## src/rtl/apb_pkg.sv

```systemverilog
// Shared types and limits for the APB memory slave.
package apb_pkg;

  typedef enum logic {
    APB_IDLE   = 1'b0,
    APB_ACCESS = 1'b1
  } apb_state_t;

  // Largest supported number of wait states (4-bit counter).
  localparam int APB_MAX_WAIT = 15;

  // Width of a down-counter that must hold values 0..max_val. Never below 1.
  function automatic int cnt_width(input int max_val);
    return (max_val < 1) ? 1 : $clog2(max_val + 1);
  endfunction

endpackage

```

## src/rtl/apb_mem_bank.sv

```systemverilog
// Word-organised storage with byte-enable synchronous write and async read.
// The storage has no reset, so its contents survive a bus reset.
module apb_mem_bank
  import apb_pkg::*;
#(
  parameter int DATA_WIDTH = 32,
  parameter int DEPTH      = 64,
  localparam int NB        = DATA_WIDTH / 8,
  localparam int BAW       = (DEPTH > 1) ? $clog2(DEPTH) : 1
) (
  input  logic                  clk,
  input  logic                  i_we,
  input  logic [BAW-1:0]        i_waddr,
  input  logic [NB-1:0]         i_wbe,
  input  logic [DATA_WIDTH-1:0] i_wdata,
  input  logic [BAW-1:0]        i_raddr,
  output logic [DATA_WIDTH-1:0] o_rdata
);

  logic [DATA_WIDTH-1:0] r_mem [DEPTH];

  // Byte-lane write: only lanes with their enable set are updated.
  always_ff @(posedge clk) begin
    if (i_we) begin
      for (int b = 0; b < NB; b++) begin
        if (i_wbe[b]) r_mem[i_waddr][b*8 +: 8] <= i_wdata[b*8 +: 8];
      end
    end
  end

  // Read port is combinational so data can be captured on the setup edge.
  assign o_rdata = r_mem[i_raddr];

endmodule

```

## src/rtl/apb_mem_slave_ws.sv

```systemverilog
// APB memory slave with byte strobes, fixed wait states and slave error for
// out-of-range or misaligned addresses. Read data is captured at the setup
// edge and presented only in the ready cycle.
module apb_mem_slave_ws
  import apb_pkg::*;
#(
  parameter int ADDR_WIDTH  = 8,
  parameter int DATA_WIDTH  = 32,
  parameter int DEPTH       = 64,
  parameter int WAIT_STATES = 0,
  localparam int NB         = DATA_WIDTH / 8,
  localparam int AL         = (NB > 1) ? $clog2(NB) : 0,
  localparam int IW         = ADDR_WIDTH - AL,
  localparam int BAW        = (DEPTH > 1) ? $clog2(DEPTH) : 1,
  localparam int CW         = cnt_width(WAIT_STATES)
) (
  input  logic                  pclk,
  input  logic                  prst,
  input  logic [ADDR_WIDTH-1:0] paddr,
  input  logic                  pwrite,
  input  logic                  psel,
  input  logic                  pen,
  input  logic [DATA_WIDTH-1:0] pwdata,
  input  logic [NB-1:0]         pstrb,
  output logic [DATA_WIDTH-1:0] prdata,
  output logic                  pready,
  output logic                  pslverr
);

  apb_state_t            r_state;
  logic [CW-1:0]         r_cnt;
  logic [IW-1:0]         r_idx;
  logic                  r_write;
  logic [DATA_WIDTH-1:0] r_wdata;
  logic [NB-1:0]         r_strb;
  logic                  r_err;
  logic [DATA_WIDTH-1:0] r_prdata;

  logic [IW-1:0]         w_idx;
  logic                  w_misalign;
  logic                  w_range_err;
  logic                  w_err;
  logic                  w_setup;
  logic                  w_done;
  logic                  w_we;
  logic [DATA_WIDTH-1:0] w_rdata;

  // Address decode for the setup phase (uses the live bus address).
  assign w_idx       = paddr[ADDR_WIDTH-1:AL];
  assign w_range_err = (32'(w_idx) >= 32'(DEPTH));

  if (AL > 0) begin : g_align
    assign w_misalign = |paddr[AL-1:0];
  end else begin : g_noalign
    assign w_misalign = 1'b0;
  end

  assign w_err   = w_range_err | w_misalign;
  assign w_setup = (r_state == APB_IDLE) & psel & ~pen;
  assign w_done  = (r_state == APB_ACCESS) & psel & pen & (r_cnt == '0);

  // Reset beats a completing access so an interrupted write never lands.
  assign w_we = w_done & r_write & ~r_err & ~prst;

  apb_mem_bank #(
    .DATA_WIDTH (DATA_WIDTH),
    .DEPTH      (DEPTH)
  ) u_bank (
    .clk     (pclk),
    .i_we    (w_we),
    .i_waddr (r_idx[BAW-1:0]),
    .i_wbe   (r_strb),
    .i_wdata (r_wdata),
    .i_raddr (w_idx[BAW-1:0]),
    .o_rdata (w_rdata)
  );

  // FSM, wait counter, latched transfer attributes and read-data register.
  always_ff @(posedge pclk) begin
    if (prst) begin
      r_state  <= APB_IDLE;
      r_cnt    <= '0;
      r_prdata <= '0;
      r_err    <= 1'b0;
      r_write  <= 1'b0;
    end else begin
      case (r_state)
        APB_IDLE: begin
          if (w_setup) begin
            r_state  <= APB_ACCESS;
            r_cnt    <= CW'(WAIT_STATES);
            r_idx    <= w_idx;
            r_write  <= pwrite;
            r_wdata  <= pwdata;
            r_strb   <= pstrb;
            r_err    <= w_err;
            r_prdata <= (!pwrite && !w_err) ? w_rdata : '0;
          end else begin
            r_prdata <= '0;
          end
        end
        APB_ACCESS: begin
          if (!psel) begin
            // Master abandoned the transfer: nothing is written.
            r_state  <= APB_IDLE;
            r_cnt    <= '0;
            r_prdata <= '0;
          end else if (pen) begin
            if (r_cnt != '0) begin
              r_cnt <= r_cnt - 1'b1;
            end else begin
              r_state  <= APB_IDLE;
              r_prdata <= '0;
            end
          end
        end
        default: begin
          r_state  <= APB_IDLE;
          r_cnt    <= '0;
          r_prdata <= '0;
        end
      endcase
    end
  end

  // Outputs decode purely from registers; data is masked outside ready.
  assign pready  = (r_state == APB_ACCESS) & (r_cnt == '0);
  assign pslverr = pready & r_err;
  assign prdata  = pready ? r_prdata : '0;

endmodule

```

## config.mk

```make
export PLATFORM = sky130hd
export DESIGN_NAME = apb_mem_slave_ws
export DESIGN_NICKNAME = d
export VERILOG_FILES = /design/src/rtl/apb_pkg.sv /design/src/rtl/apb_mem_bank.sv /design/src/rtl/apb_mem_slave_ws.sv
export SDC_FILE = /design/constraint.sdc
export NUM_CORES = 2
export LEC_CHECK = 0
export BUFFER_PORTS_ARGS = -buffer_cell sky130_fd_sc_hd__clkbuf_2
export CORE_MARGIN = 2
export CORE_UTILIZATION = 42
export CTS_BUF_LIST = sky130_fd_sc_hd__clkbuf_4
export CTS_CLUSTER_DIAMETER = 120
export DETAILED_ROUTE_END_ITERATION = 8
export GPL_ROUTABILITY_DRIVEN = 0
export PLACE_DENSITY = 0.66
export SYNTH_ARGS = -nofsm -noshare
export SYNTH_HDL_FRONTEND = slang
export SYNTH_SLANG_ARGS = --single-unit
```

## constraint.sdc

```tcl
create_clock -name pclk -period 5.1 [get_ports pclk]
set_clock_uncertainty 0.05 [all_clocks]
set_input_delay 0.255 -clock pclk [delete_from_list [all_inputs] [get_ports pclk]]
set_output_delay 0.255 -clock pclk [all_outputs]
set_load 0.02 [all_outputs]
```

==> impl_metrics.toml <==
[floorplanning]
coreArea_sq_um = 195400
initial_core_util = 0.4236
die_height_um = 447.9
rows = 162
num_io_pins = 83
chipWidth_um = 447.9
dieArea_sq_um = 200600

[clocking]
cts_root_buf = "clkbuf_4"
cts.sinks = 2125
htreeDepth = 6
cts_tree = "yes"
cts.path.max_buffers = 4
clk_pin_slew_worst_paths_ns = 0.06
postCtsHoldBufs = 111
clk_latency_ns = 1.36
cts_setup_buffers = 0
cts_buffers = 553
post_cts_resized = 0

[critical_path]
worstSetupPathType = "flip-flop to flip-flop"
worstPathCellList = "or3b_2 > nor4_2 > dlygate4sd3_1 > nand3_1 > dlygate4sd3_1 > nand3_1 > dlygate4sd3_1"
crit_top_cell = "dlygate4sd3_1"
cp-end-kind = "flip-flop"
worstPathRequired_ns = 6.34
cp_data_arrival_time_ns = 5.39
cp_slowest_cell = "nor4_2"
slowest_delay_ns = 1.00
crit_path_max_fanout = 13
worstRegToRegCells = 7
start_kind = "flip-flop"

[grt]
grt_max_degree = 104
grt_usage = 0.2264
grt_pass1_vias = 44522
antenna_found_initial = 16
grt_pass1_wl_um = 320100
grt.overflow.total = 0

[placement]
dp_hpwl_um = 135000
port-buffer-count = 82
placed_cells = 6627

[synth]
post-synth-top-area-cell = "edfxtp_1"
synth_fp_nets = 4085
synth_edf_count = 2090
yosysTopAreaCellShare = 0.7583
syn_area_sq_um = 82770
avgSynthCellArea_sq_um = 20.51
yosysWarnings = 0
syn_inst = 4036
ys_seq_area_frac = 0.7668
synth.distinct_cells = 47
ys_ff_latch = 2125
async_flop_share = 0
synth.area.top_cells = "edfxtp_1, mux4_2, mux2i_1"
ys.flop_type = "edfxtp_1"

[finish]
postLayoutCoreUtil = 0.4804
area_growth_pct = 13.42
nNetsFinal = 4718
final_cells = 7675
drive_gt1_frac = 0.3026

[timing]
finalHoldViolations = 0
drv_slew = 0
setup_viol = 0
setup_tns_ns = 0
post-route-period-util = 0.8150
tightest_slew_ns = 1.212
relSlewSlack = 0.1890
fmax_ghz = 0.2406
whs_ns = 0.1429
period_minus_slack_ns = 4.156
rsz0062_at_grt = "no"

[run]
maxCapViolCount = 0

[drt]
ant_nets = 0
firstDrtPassIters = 9
detailroute.via_count = 44334
drc = 3
drt_wl_total_um = 228100
drtIter0Drc = 5367
via_per_inst = 5.776
wl_per_cell_um = 29.72

[run_status]
status = "finished with violations"
violations = "design-rule violations"

[power]
vdd_drop_max_uv = 196.6
p_leak_nw = 30.61
power.density_nw_per_um2 = 368.5

[min_path]
hold_path_class = "input pin to flip-flop"
min_delay_path_depth = 3
-- cell families (layout without fill, tap and decap cells) --
group | after synthesis | count (layout) | share of synthesized area
other cells | 0 | 21 | 0
compound gates | 317 | 317 | 0.02717
mux | 802 | 802 | 0.1577
simple gates | 554 | 554 | 0.02984
buf+inv | 238 | 1232 | 0.01858
flops | 2125 | 2125 | 0.7668
-- report_power, final --
part	switching, W	total (W)	leakage, nW	internal [W]
Combinational	0.000906	0.00150	7.53	0.000594
Sequential	0.0000102	0.0190	19.1	0.0190
Clock	0.00661	0.0141	4.02	0.00745
-- cell type report --
class	count	area, sq um
fillers	16198	101500
repair buffers	314	2625
diodes	21	52.55
inverters	2	7.507
well taps	2624	3283
clock buffers	820	6156
multi-input cells	1673	17840
flip-flops and latches	2125	63460
clock inverters	96	447.9
-- state kept, by name, summed over array words and instances, names as in the netlist --
| name | cells |
|---|---|
| u_bank.r_mem | 2048 |
| r_idx | 6 |
| r_wdata | 32 |
| r_strb | 4 |
| r_prdata | 32 |
| r_err | 1 |
| r_write | 1 |
| r_state | 1 |
-- worst max-delay path: cells and delay by family (launching register included) --
family	cells	cell delay [ns]
simple gates	4	1.71
flops	1	0.39
buf+inv	3	1.95
-- stage by stage --
| stage | total power (W) | area [sq um] | setup WS, ns |
|---|---|---|---|
| after global routing | 0.03580 | 93840 | 0.9885 |
| after CTS | 0.03480 | 93820 | 1.126 |
| final | 0.03459 | 93870 | 0.9436 |
| after floorplan | 0.02035 | 82770 | 0.8427 |
| after global placement | 0.02083 | 86110 | 1.600 |
| after detailed placement | 0.02084 | 86110 | 1.558 |
-- cell usage after synthesis (all sizes together) (23+ instances only) --
cell type	n
a21oi	54
a22oi	144
and2	40
buf	145
clkbuf	91
dfxtp	35
edfxtp	2090
mux2	80
mux2i	335
mux4	387
nand2	130
nand3	25
nor2	271
nor4	23
o22ai	39
-- path summary, 6_finish.rpt --
kind / end / slack, ns / start
worst max-delay path: r_prdata[18] / 0.94 / r_state
worst min-delay path: r_wdata[10] / 0.14 / pwdata[10]
worst max register to register: r_prdata[18] / 0.94 / r_state
worst min register to register: r_prdata[5] / 0.46 / r_prdata[5]
-- layer usage --
metal | up-vias | part of all wire | GRT usage
met3 | 509 | 0.10 | 0.06795
met4 | 14 | 0.051 | 0.1192
li1 | 18232 | - | -
met5 | - | 0.00057 | 0
met1 | 22985 | 0.38 | 0.2951
met2 | 2594 | 0.46 | 0.3435
-- cells in the final DEF, fill, tap and decap left out, drive strengths merged, types with 8 or more instances in the layout --
master,Yosys,final
o211ai,18,18
edfxtp,2090,2090
inv,2,18
a22oi,144,144
dlygate4sd3,0,111
a22o,13,13
nor3b,8,8
nand3,25,25
buf,145,125
a21oi,54,54
mux2i,335,335
nor2b,16,16
diode,0,21
mux2,80,80
nor2,271,271
nand2,130,130
clkinv,0,77
and2,40,40
a31oi,8,8
clkbuf,91,898
nand4,10,10
o22ai,39,39
a211oi,12,12
nor4,23,23
mux4,387,387
dfxtp,35,35
Note: power is estimated with default switching activity, not from simulation.
